==> src/rtl/mem_access_stage.sv <==
// -----------------------------------------------------------------------------
// mem_access_stage
//
// MEM stage of a five-stage pipeline with an EX/MEM -> MEM/WB register and a
// handshaked data-memory port. Non-memory instructions pass straight through
// in one cycle. An aligned load or store spends one IDLE cycle raising stall,
// then sits in REQ driving the memory request until mem_ack_i arrives or the
// wait counter reaches TIMEOUT. A misaligned access is never issued: it
// becomes a bubble and sets a sticky flag. While the stage is stalled, the
// MEM/WB register receives bubbles, so writeback never sees a half-finished
// access.
//
// Parameters
//   TIMEOUT      max REQ cycles without mem_ack_i before abort (1..255)
//
// Ports
//   clk_i        clock, all state on rising edge
//   rst_i        asynchronous, active-high reset
//   RegWrite_i, MemtoReg_i, MemRead_i, MemWrite_i   EX/MEM control fields
//   ALUResult_i  ALU result / memory address
//   RS2data_i    store data
//   RDaddr_i     destination register
//   mem_req_o, mem_we_o, mem_addr_o, mem_wdata_o    data-memory request
//   mem_ack_i, mem_rdata_i                          data-memory response
//   stall_o      freeze upstream stages and the EX/MEM register
//   RegWrite_o, MemtoReg_o, ReadData_o, ALUResult_o, RDaddr_o   MEM/WB
//   err_o        sticky: a request timed out
//   misalign_o   sticky: a misaligned access was dropped
// -----------------------------------------------------------------------------
module mem_access_stage #(
  parameter int TIMEOUT = 255
) (
  input  logic        clk_i,
  input  logic        rst_i,
  input  logic        RegWrite_i,
  input  logic        MemtoReg_i,
  input  logic        MemRead_i,
  input  logic        MemWrite_i,
  input  logic [31:0] ALUResult_i,
  input  logic [31:0] RS2data_i,
  input  logic [4:0]  RDaddr_i,
  output logic        mem_req_o,
  output logic        mem_we_o,
  output logic [31:0] mem_addr_o,
  output logic [31:0] mem_wdata_o,
  input  logic        mem_ack_i,
  input  logic [31:0] mem_rdata_i,
  output logic        stall_o,
  output logic        RegWrite_o,
  output logic        MemtoReg_o,
  output logic [31:0] ReadData_o,
  output logic [31:0] ALUResult_o,
  output logic [4:0]  RDaddr_o,
  output logic        err_o,
  output logic        misalign_o
);

  typedef enum logic {
    IDLE = 1'b0,
    REQ  = 1'b1
  } state_t;

  localparam logic [7:0] TIMEOUT_CNT = 8'(TIMEOUT);

  state_t     state_q;
  state_t     state_d;
  logic [7:0] wait_cnt_q;

  logic mem_op;
  logic aligned;
  logic timed_out;

  // Per-cycle decisions made by the output process.
  logic wb_pass;       // MEM/WB takes the current instruction (else a bubble)
  logic wb_use_rdata;  // ReadData_o takes mem_rdata_i (else 0)
  logic cnt_inc;
  logic cnt_clr;
  logic set_err;
  logic set_misalign;
  logic stall_raw;

  assign mem_op    = MemRead_i | MemWrite_i;
  assign aligned   = (ALUResult_i[1:0] == 2'b00);
  assign timed_out = (wait_cnt_q == TIMEOUT_CNT);

  // ---------------------------------------------------------------------------
  // State register
  // ---------------------------------------------------------------------------
  // NOTE: clocked state uses non-blocking (<=) so every flop samples the
  // pre-edge values; blocking (=) here would create order-dependent races.
  always_ff @(posedge clk_i or posedge rst_i) begin
    if (rst_i) begin
      state_q <= IDLE;
    end else begin
      state_q <= state_d;
    end
  end

  // ---------------------------------------------------------------------------
  // Next-state logic
  // ---------------------------------------------------------------------------
  // NOTE: every signal driven from always_comb gets a default on the first
  // line, so no path through the branches can leave it unassigned and infer
  // a latch.
  always_comb begin
    state_d = state_q;
    unique case (state_q)
      IDLE: begin
        if (mem_op && aligned) state_d = REQ;
      end
      REQ: begin
        // Either completion or abort returns to IDLE.
        if (mem_ack_i || timed_out) state_d = IDLE;
      end
      default: state_d = IDLE;
    endcase
  end

  // ---------------------------------------------------------------------------
  // Output / control decode
  // ---------------------------------------------------------------------------
  always_comb begin
    mem_req_o    = 1'b0;
    mem_we_o     = 1'b0;
    mem_addr_o   = '0;
    mem_wdata_o  = '0;
    wb_pass      = 1'b0;
    wb_use_rdata = 1'b0;
    cnt_inc      = 1'b0;
    cnt_clr      = 1'b0;
    set_err      = 1'b0;
    set_misalign = 1'b0;
    stall_raw    = 1'b0;

    unique case (state_q)
      IDLE: begin
        // mem_ack_i is deliberately not looked at here: a stray ack outside
        // REQ has no meaning.
        if (!mem_op) begin
          wb_pass = 1'b1;
        end else if (aligned) begin
          // Hold the instruction in EX/MEM for the REQ phase.
          stall_raw = 1'b1;
        end else begin
          // Dropped access: let the pipeline move on, leave a bubble.
          set_misalign = 1'b1;
        end
      end

      REQ: begin
        mem_req_o   = 1'b1;
        mem_we_o    = MemWrite_i;
        mem_addr_o  = ALUResult_i;
        mem_wdata_o = RS2data_i;
        if (mem_ack_i) begin
          // Ack has priority over a coincident timeout.
          wb_pass      = 1'b1;
          wb_use_rdata = !MemWrite_i;
          cnt_clr      = 1'b1;
        end else if (timed_out) begin
          // Abort: release the pipeline, the instruction retires as a bubble.
          set_err = 1'b1;
          cnt_clr = 1'b1;
        end else begin
          stall_raw = 1'b1;
          cnt_inc   = 1'b1;
        end
      end

      default: ;
    endcase

    // The stall path is combinational from EX/MEM inputs, so it must be
    // masked explicitly while reset is held.
    stall_o = stall_raw & ~rst_i;
  end

  // ---------------------------------------------------------------------------
  // Wait counter
  // ---------------------------------------------------------------------------
  always_ff @(posedge clk_i or posedge rst_i) begin
    if (rst_i) begin
      wait_cnt_q <= '0;
    end else if (cnt_clr) begin
      wait_cnt_q <= '0;
    end else if (cnt_inc) begin
      wait_cnt_q <= wait_cnt_q + 8'd1;
    end
  end

  // ---------------------------------------------------------------------------
  // MEM/WB pipeline register
  // ---------------------------------------------------------------------------
  // NOTE: these are individual pipeline flops, not a memory array, so they
  // all take the reset; downstream logic relies on them reading as a bubble
  // during and right after reset.
  always_ff @(posedge clk_i or posedge rst_i) begin
    if (rst_i) begin
      RegWrite_o  <= 1'b0;
      MemtoReg_o  <= 1'b0;
      ReadData_o  <= '0;
      ALUResult_o <= '0;
      RDaddr_o    <= '0;
    end else if (wb_pass) begin
      RegWrite_o  <= RegWrite_i;
      MemtoReg_o  <= MemtoReg_i;
      ReadData_o  <= wb_use_rdata ? mem_rdata_i : 32'd0;
      ALUResult_o <= ALUResult_i;
      RDaddr_o    <= RDaddr_i;
    end else begin
      // A bubble is all zeros, so it can never write the register file.
      RegWrite_o  <= 1'b0;
      MemtoReg_o  <= 1'b0;
      ReadData_o  <= '0;
      ALUResult_o <= '0;
      RDaddr_o    <= '0;
    end
  end

  // ---------------------------------------------------------------------------
  // Sticky status flags, cleared only by reset
  // ---------------------------------------------------------------------------
  always_ff @(posedge clk_i or posedge rst_i) begin
    if (rst_i) begin
      err_o      <= 1'b0;
      misalign_o <= 1'b0;
    end else begin
      if (set_err)      err_o      <= 1'b1;
      if (set_misalign) misalign_o <= 1'b1;
    end
  end

endmodule

==> config.mk <==
export PLATFORM = sky130hd
export DESIGN_NAME = mem_access_stage
export DESIGN_NICKNAME = d
export VERILOG_FILES = /design/src/rtl/mem_access_stage.sv
export SDC_FILE = /design/constraint.sdc
export NUM_CORES = 1
export LEC_CHECK = 0
export CORE_MARGIN = 2
export CORE_UTILIZATION = 36
export DETAILED_ROUTE_END_ITERATION = 16
export PLACE_DENSITY = 0.95
export SYNTH_ARGS = -nofsm -noshare
export SYNTH_HDL_FRONTEND = slang
export SYNTH_SLANG_ARGS = --single-unit
==> constraint.sdc <==
create_clock -name clk_i -period 7.1 [get_ports clk_i]
set_input_delay 1.775 -clock clk_i [delete_from_list [all_inputs] [get_ports clk_i]]
set_output_delay 1.775 -clock clk_i [all_outputs]
set_load 0.005 [all_outputs]
==> impl_metrics.env <==
export IMPL_status="completed"
export IMPL_synthArstFlopShare_pct=100
export IMPL_synth_seq_cells=82
export IMPL_skew_ns=0.00978
export IMPL_finalHoldViolCount=0
export IMPL_path_buf_inv=2
export IMPL_overflow=0
export IMPL_initial_core_util_pct=37.3
export IMPL_setup_ws_ns=1.90
export IMPL_max_cap_viol_count=0
export IMPL_synth_commonest_cells="97 x and2_1, 82 x dfrtp_1, 40 x nor2b_1"
export IMPL_synth_compound_area_share_pct=3.89
export IMPL_arrival_ns=3.43
export IMPL_synth_top_family_by_area="simple AND/OR/NAND/NOR gates"
export IMPL_clockBufferDepth=2
export IMPL_synth_edf_count=0
export IMPL_hpwl_um=7390
export IMPL_die_h_um=99.0
export IMPL_ys_warn_count=0
export IMPL_cp_max_fo=4
export IMPL_critPathTopFamily="buffers and inverters"
export IMPL_synth_xor_area_share_pct=0.269
export IMPL_muxShareOfSynthArea_pct=0
export IMPL_core_area_mm2=0.00872
export IMPL_start_kind="input pin"
export IMPL_power_density_mw_per_mm2=184
export IMPL_max_stage_delay_ns=0.54
export IMPL_ctsResizeCount=0
export IMPL_cts_root_buf="clkbuf_8"
export IMPL_setup_violations_final=0
export IMPL_clk_latency_ns=0.34
export IMPL_rows=34
export IMPL_yosysTopAreaCellShare_pct=63.1
export IMPL_synth_simple_gate_area_share_pct=30.1
export IMPL_cts_setup_buffers=0
export IMPL_fmax_mhz=192
export IMPL_dieArea_mm2=0.00981
export IMPL_grt_max_degree=79
export IMPL_period_needed_ns=5.20
export IMPL_grt_pass1_wl_um=15800
export IMPL_synth_most_common_cell="and2_1"
export IMPL_fillers=624
export IMPL_slew_headroom_pct=58.9
export IMPL_syn_cell_area_mm2=0.00325
export IMPL_place_ws_ns=1.88
export IMPL_rsz0062_at_grt="no"
export IMPL_num_vias=2878
export IMPL_syn_instance_count=282
export IMPL_port_buffers=247
export IMPL_multi_input_area_mm2=0.00113
export IMPL_drv_slew=0
export IMPL_synth_seq_area_share_pct=63.1
export IMPL_syn_nets=391
export IMPL_crit_slowest_cell="clkdlybuf4s50_1"
export IMPL_synth_top_cell_by_area="dfrtp_1"
export IMPL_die_w_um=99.0
export IMPL_num_nets_final=638
export IMPL_htree_levels=3
export IMPL_vias_per_cell=4.49
export IMPL_dr_pass1_iters=4
export IMPL_clock_sinks=82
export IMPL_hp_class="reg2reg"
export IMPL_end_kind="primary output"
export IMPL_tns_ns=0
export IMPL_area_delta_synth_final_pct=86.0
export IMPL_io_pins=248
export IMPL_worstMarginPinSlew_ns=0.616
export IMPL_grt_pass1_vias=3144
export IMPL_ant_nets=0
export IMPL_ys_flop_type="dfrtp_1"
export IMPL_hold_buffers=0
export IMPL_regArea_mm2=0.00205
export IMPL_avgRoutedWirePerCell_um=15.2
export IMPL_routed_wl_um=9740
export IMPL_timing_final_crit_share_pct=73.3
export IMPL_worstSetupPathType="in2out"
export IMPL_yosys_top_cells_area="dfrtp_1 63%, and2_1 19%, nor2b_1 7.7%"
export IMPL_path_clk_slew_ns=0.08
export IMPL_ir_drop_v=0.0000906
export IMPL_syn_avg_cell_area_um2=11.5
export IMPL_drt_iter0_drc=88
export IMPL_grt_usage_pct=20.4
export IMPL_cp_data_required_time_ns=5.33
export IMPL_synth_cell_type_count=27
export IMPL_final_layout_size_suffix_gt1_share_pct=3.75
export IMPL_yosys_area_share_adder_pct=0.385
export IMPL_leakagePower_nw=2.60
export IMPL_gp_congestion=0.777
export IMPL_path_common_cell="clkdlybuf4s50_1"
export IMPL_total_power_mw=1.11
export IMPL_drc=0
export IMPL_cts_tree="built"
export IMPL_antenna_cells=0
export IMPL_crit_chain="clkdlybuf4s50_1 -> o21bai_1 -> or3_1 -> a21oi_1 -> clkdlybuf4s50_1"
export IMPL_cts_made_buffers=9
export IMPL_antenna_found_initial=0
[sequential cells by signal, summed over array words and instances, names as in the netlist]
name,flops
ALUResult_o,32
MemtoReg_o,1
RDaddr_o,5
ReadData_o,32
RegWrite_o,1
err_o,1
misalign_o,1
state_q,1
wait_cnt_q,8
[stage by stage]
step	instances	utilization [%]	area, µm²	hold slack (ns)
2_1_floorplan	282	-	3250	0.460
3_3_place_gp	626	66.8	5830	0.459
3_5_place_dp	626	66.8	5830	0.464
4_1_cts	641	69.3	6050	0.485
5_1_grt	641	69.3	6050	0.524
6_report	641	69.3	6050	0.486
[cell usage in the layout (no fill, tap or decap), drive strengths merged, types with 2 or more instances in the layout]
| master | count |
|---|---|
| nand3 | 2 |
| a21oi | 2 |
| o21bai | 3 |
| and2 | 97 |
| inv | 2 |
| clkdlybuf4s50 | 247 |
| nand4 | 3 |
| clkbuf | 11 |
| bufinv | 2 |
| a22oi | 2 |
| clkinv | 2 |
| nor2b | 40 |
| o21ai | 8 |
| buf | 4 |
| dfrtp | 82 |
| nor2 | 2 |
| o31ai | 2 |
| or3 | 3 |
| nand2 | 9 |
[layout make-up]
| cell class | count | share of cell area [%] |
|---|---|---|
| clock buffers | 11 | 2.34 |
| repair buffers | 251 | 41.4 |
| multi-input cells | 182 | 18.6 |
| clock inverters | 4 | 1.26 |
| well taps | 108 | 2.23 |
| inverters | 3 | 0.207 |
| flip-flops and latches | 82 | 33.9 |
[worst paths after layout]
check | from | endpoint | slack, ns | cells after the start
max | MemWrite_i | stall_o | 1.90 | 5
min reg2reg | misalign_o | misalign_o | 0.49 | 1
max reg2reg | state_q | wait_cnt_q[7] | 5.29 | 4
max in group asynchronous | rst_i | ReadData_o[2] | 4.25 | 3
min in group asynchronous | rst_i | ALUResult_o[8] | 1.82 | 2
min | misalign_o | misalign_o | 0.49 | 1
[kinds of logic (layout without fill, tap and decap cells)]
group                      count (synthesis)  after routing
AOI/OAI and AO/OA                         20             20
xor gates and xnor gates                   1              1
adders and majority gates                  1              1
buffers and inverters                     18            269
DFF                                       82             82
and+or+nand+nor                          160            160
[metal layers]
layer  global-route usage (%)  wire length (µm)
met4                     4.00                59
met5                        0                 0
met2                     36.1              5110
met3                     8.65              1050
met1                     23.1              3520
[power by group]
| group | switching [mW] | internal, mW |
|---|---|---|
| clock network | 0.161 | 0.207 |
| logic | 0.0827 | 0.155 |
| registers | 0.0130 | 0.493 |
Power figures use the tool's default switching activity.
